### src/rtl/regfile_access_ctrl.sv
// Sequences one instruction through the register file: operand read, wait for execute, writeback.
// Latency: accept->ops_valid 2 edges; res_valid->done 2 edges with write, 1 edge without.
// Backpressure: op_ready only in IDLE, no queueing; waits indefinitely in EXEC for res_valid.
module regfile_access_ctrl #(
    parameter int ADDR_W     = 6,
    parameter int DATA_W     = 32,
    parameter int R0_PROTECT = 1
) (
    input  logic              clk,
    input  logic              rst,
    input  logic              flush,
    input  logic              op_valid,
    output logic              op_ready,
    input  logic [ADDR_W-1:0] op_rs1,
    input  logic [ADDR_W-1:0] op_rs2,
    input  logic [ADDR_W-1:0] op_rd,
    input  logic              op_wb,
    output logic [DATA_W-1:0] opa,
    output logic [DATA_W-1:0] opb,
    output logic              ops_valid,
    input  logic              res_valid,
    input  logic [DATA_W-1:0] res_data,
    output logic              done,
    output logic [ADDR_W-1:0] rf_rs1,
    output logic [ADDR_W-1:0] rf_rs2,
    output logic [ADDR_W-1:0] rf_rd,
    output logic [DATA_W-1:0] rf_wd3,
    output logic              rf_regwrite,
    input  logic [DATA_W-1:0] rf_rd1,
    input  logic [DATA_W-1:0] rf_rd2
);

    typedef enum logic [2:0] {
        S_IDLE  = 3'd0,
        S_READ  = 3'd1,
        S_EXEC  = 3'd2,
        S_WRITE = 3'd3,
        S_DONE  = 3'd4
    } state_t;

    state_t r_state;
    state_t w_next;

    logic [ADDR_W-1:0] r_rs1;
    logic [ADDR_W-1:0] r_rs2;
    logic [ADDR_W-1:0] r_rd;
    logic [DATA_W-1:0] r_wd3;
    logic [DATA_W-1:0] r_opa;
    logic [DATA_W-1:0] r_opb;
    logic              r_wb;
    logic              w_do_write;

    assign w_do_write = r_wb && !((R0_PROTECT != 0) && (r_rd == '0));

    always_comb begin
        w_next = r_state;
        if (flush) begin
            w_next = S_IDLE;
        end else begin
            case (r_state)
                S_IDLE:  if (op_valid) w_next = S_READ;
                S_READ:  w_next = S_EXEC;
                S_EXEC:  if (res_valid) w_next = w_do_write ? S_WRITE : S_DONE;
                S_WRITE: w_next = S_DONE;
                S_DONE:  w_next = S_IDLE;
                default: w_next = S_IDLE;
            endcase
        end
    end

    always_ff @(posedge clk or posedge rst) begin
        if (rst) begin
            r_state <= S_IDLE;
        end else begin
            r_state <= w_next;
        end
    end

    // Datapath captures are suppressed under flush so an aborted result never lands in rf_wd3.
    always_ff @(posedge clk or posedge rst) begin
        if (rst) begin
            r_rs1 <= '0;
            r_rs2 <= '0;
            r_rd  <= '0;
            r_wb  <= 1'b0;
            r_opa <= '0;
            r_opb <= '0;
            r_wd3 <= '0;
        end else if (!flush) begin
            case (r_state)
                S_IDLE: begin
                    if (op_valid) begin
                        r_rs1 <= op_rs1;
                        r_rs2 <= op_rs2;
                        r_rd  <= op_rd;
                        r_wb  <= op_wb;
                    end
                end
                S_READ: begin
                    r_opa <= rf_rd1;
                    r_opb <= rf_rd2;
                end
                S_EXEC: begin
                    if (res_valid) r_wd3 <= res_data;
                end
                default: ;
            endcase
        end
    end

    assign op_ready    = (r_state == S_IDLE);
    assign ops_valid   = (r_state == S_EXEC);
    assign rf_regwrite = (r_state == S_WRITE);
    assign done        = (r_state == S_DONE);
    assign opa         = r_opa;
    assign opb         = r_opb;
    assign rf_rs1      = r_rs1;
    assign rf_rs2      = r_rs2;
    assign rf_rd       = r_rd;
    assign rf_wd3      = r_wd3;

endmodule
### config.mk
export PLATFORM = sky130hd
export DESIGN_NAME = regfile_access_ctrl
export DESIGN_NICKNAME = d
export VERILOG_FILES = /design/src/rtl/regfile_access_ctrl.sv
export SDC_FILE = /design/constraint.sdc
export NUM_CORES = 1
export LEC_CHECK = 0
export CORE_MARGIN = 3
export CORE_UTILIZATION = 41
export CTS_CLUSTER_DIAMETER = 40
export CTS_CLUSTER_SIZE = 30
export DETAILED_ROUTE_END_ITERATION = 10
export PLACE_DENSITY = 0.78
export SETUP_SLACK_MARGIN = 0.15
export SLEW_MARGIN = 5
export SYNTH_ARGS = -nofsm -noshare
export SYNTH_HDL_FRONTEND = slang
export SYNTH_SLANG_ARGS = --single-unit
### constraint.sdc
create_clock -name clk -period 5.3 [get_ports clk]
set_clock_uncertainty 0.05 [all_clocks]
set_input_delay 1.06 -clock clk [delete_from_list [all_inputs] [get_ports clk]]
set_output_delay 1.06 -clock clk [all_outputs]
set_load 0.01 [all_outputs]
==> results.json <==
{
  "syn-cell-area_um2": 5050,
  "critPathCaptureType": "output pin",
  "ys_top_cells_by_area": "dfrtp_1 (58%), mux2_4 (30%), mux2_2 (3.6%)",
  "yosysTopAreaCellShare_pct": 58.4,
  "htree_levels": 4,
  "synthCells": 269,
  "grtUsageMet2_pct": 31.0,
  "cap_violations": 0,
  "slew_headroom_pct": 25.9,
  "hold_viol_final": 0,
  "clock-sinks": 118,
  "reg2reg_depth": 4,
  "rsz0062_at_grt": "false",
  "die_h_um": 117,
  "drtIter0Drc": 173,
  "first_pass_iters": 4,
  "tightest_slew_ns": 1.11,
  "synthesis.nets": 389,
  "die_w_um": 117,
  "status": "finished, final reports clean",
  "drv_slew": 0,
  "initial_core_util_pct": 43.2,
  "post-route-period-util_pct": 56.4,
  "required_ns": 4.19,
  "cts_resized": 0,
  "drc_errors": 0,
  "p_per_area_nw_per_um2": 529,
  "slowest_stage": "clkdlybuf4s50_1",
  "drive_gt1_share_pct": 28.8,
  "rr_startpoint": "r_state[0]",
  "first_global_vias": 3545,
  "finalWeightedCongestion": 0.733,
  "layout.nets": 635,
  "setup_ws_ns": 2.31,
  "die_area_um2": 13700,
  "r2r_slack_ns": 2.95,
  "fmax_mhz": 335,
  "p_clk_share_pct": 24.9,
  "grt-busiest-layer": "met2",
  "ctsHoldBuffers": 0,
  "place_worst_setup_slack_ns": 2.01,
  "leakage_nw": 3.58,
  "diodes": 0,
  "vias_per_cell": 4.79,
  "ir_drop_mv": 0.336,
  "dp_hpwl_mm": 9.11,
  "critPathTopFamily": "buffers and inverters",
  "synth-seq-area-share_pct": 58.4,
  "ys_seq_elements": 118,
  "use_met3_pct": 9.46,
  "post_cts_buffers": 0,
  "worst_path_largest_cell_delay_ns": 0.61,
  "hp-start": "opb[9]",
  "core_um2": 11700,
  "fp-row-count": 39,
  "min_period_ns": 2.99,
  "cts_root_buf": "clkbuf_16",
  "path_buf_inv": 1,
  "combPwrFrac_pct": 39.7,
  "antenna_found_initial": 0,
  "grt_overflow_total": 0,
  "place_area_um2": 7410,
  "wl_mm": 12.6,
  "finish.utilization_pct": 67.9,
  "yosys_warnings": 0,
  "cts_tree": "built",
  "yosysUniqueCellTypes": 25,
  "grt_pass1_wl_mm": 19.1,
  "crit_path_max_fanout": 9,
  "p_sw_share_pct": 26.6,
  "ioPinCount": 238,
  "port_buffers": 237,
  "area_delta_synth_final_pct": 57.3,
  "sequentialPowerShare_pct": 35.4,
  "avgSynthCellArea_um2": 18.8,
  "cts_buffer_depth": 2,
  "finalSetupViolCount": 0,
  "clock_latency_ns": 0.40,
  "cts_buffers": 17,
  "power.switching_mw": 1.12,
  "worstHoldEndpoint": "opb[9]",
  "cp_cell_sequence": "nor3b_4 -> clkdlybuf4s50_1",
  "worstSetupPathType": "reg2out",
  "start_kind": "flop",
  "grt_max_degree": 42,
  "r2r_end": "opb[24]",
  "min_path_cells": 1,
  "hp-class": "reg2reg",
  "fin_setup_tns_ns": 0,
  "yosysTopAreaCell": "dfrtp_1",
  "p_int_mw": 3.08,
  "grtUsageMet1_pct": 21.2,
  "design_area_um2": 7950,
  "final_antenna_net_count": 0,
  "path_clk_slew_ns": 0.05,
  "cp.arrival_ns": 1.88,
  "grt.total_usage_pct": 18.8,
  "routedWlPerCell_um": 18.9,
  "vias": 3207
}
==> power groups by stage <==
stage	clock (mW)	combinational [mW]	sequential, mW
after floorplan	0	0.596	1.64
after global routing	1.12	1.76	1.53
final	1.05	1.67	1.49
after detailed placement	0	1.68	1.49
after CTS	1.07	1.69	1.49
after global placement	0	1.66	1.48
==> synthesized netlist by cell type <==
cell and count:
a2111oi_0 1, a221oi_1 1, and2_4 1, and3b_2 1
buf_12 8, buf_6 6, dfrtp_1 118, inv_1 2
mux2_2 16, mux2_4 100, nand3b_1 1, nand3b_4 1
nor2_2 1, nor2b_2 1, nor3_4 1, nor3b_1 1
nor3b_4 1, nor4b_1 1, o211a_1 1, o21a_1 1
o21ai_0 1, o21bai_1 1, o311ai_0 1, o31ai_1 1
or4_1 1
==> per-layer routing <==
layer,vias up,part of all wire (%)
li1,1444,-
met1,1601,37
met2,148,51
met3,14,10
met4,0,1.4
met5,-,0
==> registers in the layout (all words and copies together) (netlist names) <==
signal	count
rf_rs1	6
opa	32
opb	32
r_wb	1
rf_rs2	6
r_state	3
rf_rd	6
rf_wd3	32
==> worst max-delay path by stage <==
stage	start	end	depth (start not counted)
5_1_grt	r_state[1]	ops_valid	2
6_report	r_state[1]	ops_valid	2
2_1_floorplan	rst	opa[0]	1
3_3_place_gp	flush	opb[25]	5
4_1_cts	r_state[1]	ops_valid	2
3_5_place_dp	flush	opb[16]	5
==> stage by stage <==
step	total power [mW]	cells	hold slack, ns
5_1_grt	4.41	670	0.466
6_report	4.20	670	0.454
4_1_cts	4.25	670	0.459
3_3_place_gp	3.13	639	0.442
3_5_place_dp	3.17	639	0.443
2_1_floorplan	2.23	269	0.446
==> cells in the final DEF, fill, tap and decap left out, drive strengths merged <==
cell type / Yosys / routed
a2111oi: 1 / 1
a221oi: 1 / 1
and2: 1 / 1
and3b: 1 / 1
buf: 14 / 4
bufinv: 0 / 1
clkbuf: 0 / 27
clkdlybuf4s50: 0 / 237
clkinv: 0 / 3
dfrtp: 118 / 118
inv: 2 / 2
mux2: 116 / 116
nand3b: 2 / 2
nor2: 1 / 1
nor2b: 1 / 1
nor3: 1 / 1
nor3b: 2 / 2
nor4b: 1 / 1
o211a: 1 / 1
o21a: 1 / 1
o21ai: 1 / 1
o21bai: 1 / 1
o311ai: 1 / 1
o31ai: 1 / 1
or4: 1 / 1
==> kinds of logic (layout without fill, tap and decap cells) <==
| group | count (synthesis) | in the layout | synth area share, % |
|---|---|---|---|
| multiplexers | 116 | 116 | 33.3 |
| AO/OA/AOI/OAI | 8 | 8 | 1.26 |
| AND/OR/NAND/NOR | 11 | 11 | 2.38 |
| buffers and inverters | 16 | 274 | 4.65 |
| flip-flops | 118 | 118 | 58.4 |
==> final cells by class <==
cell class	count	area (um2)
clock buffers	27	493
clock inverters	4	45.0
fillers	861	3760
inverters	2	10.0
multi-input cells	135	1870
flip-flops and latches	118	2950
well taps	143	179
repair buffers	241	2400
No activity file was read; power rests on OpenSTA's default activity.
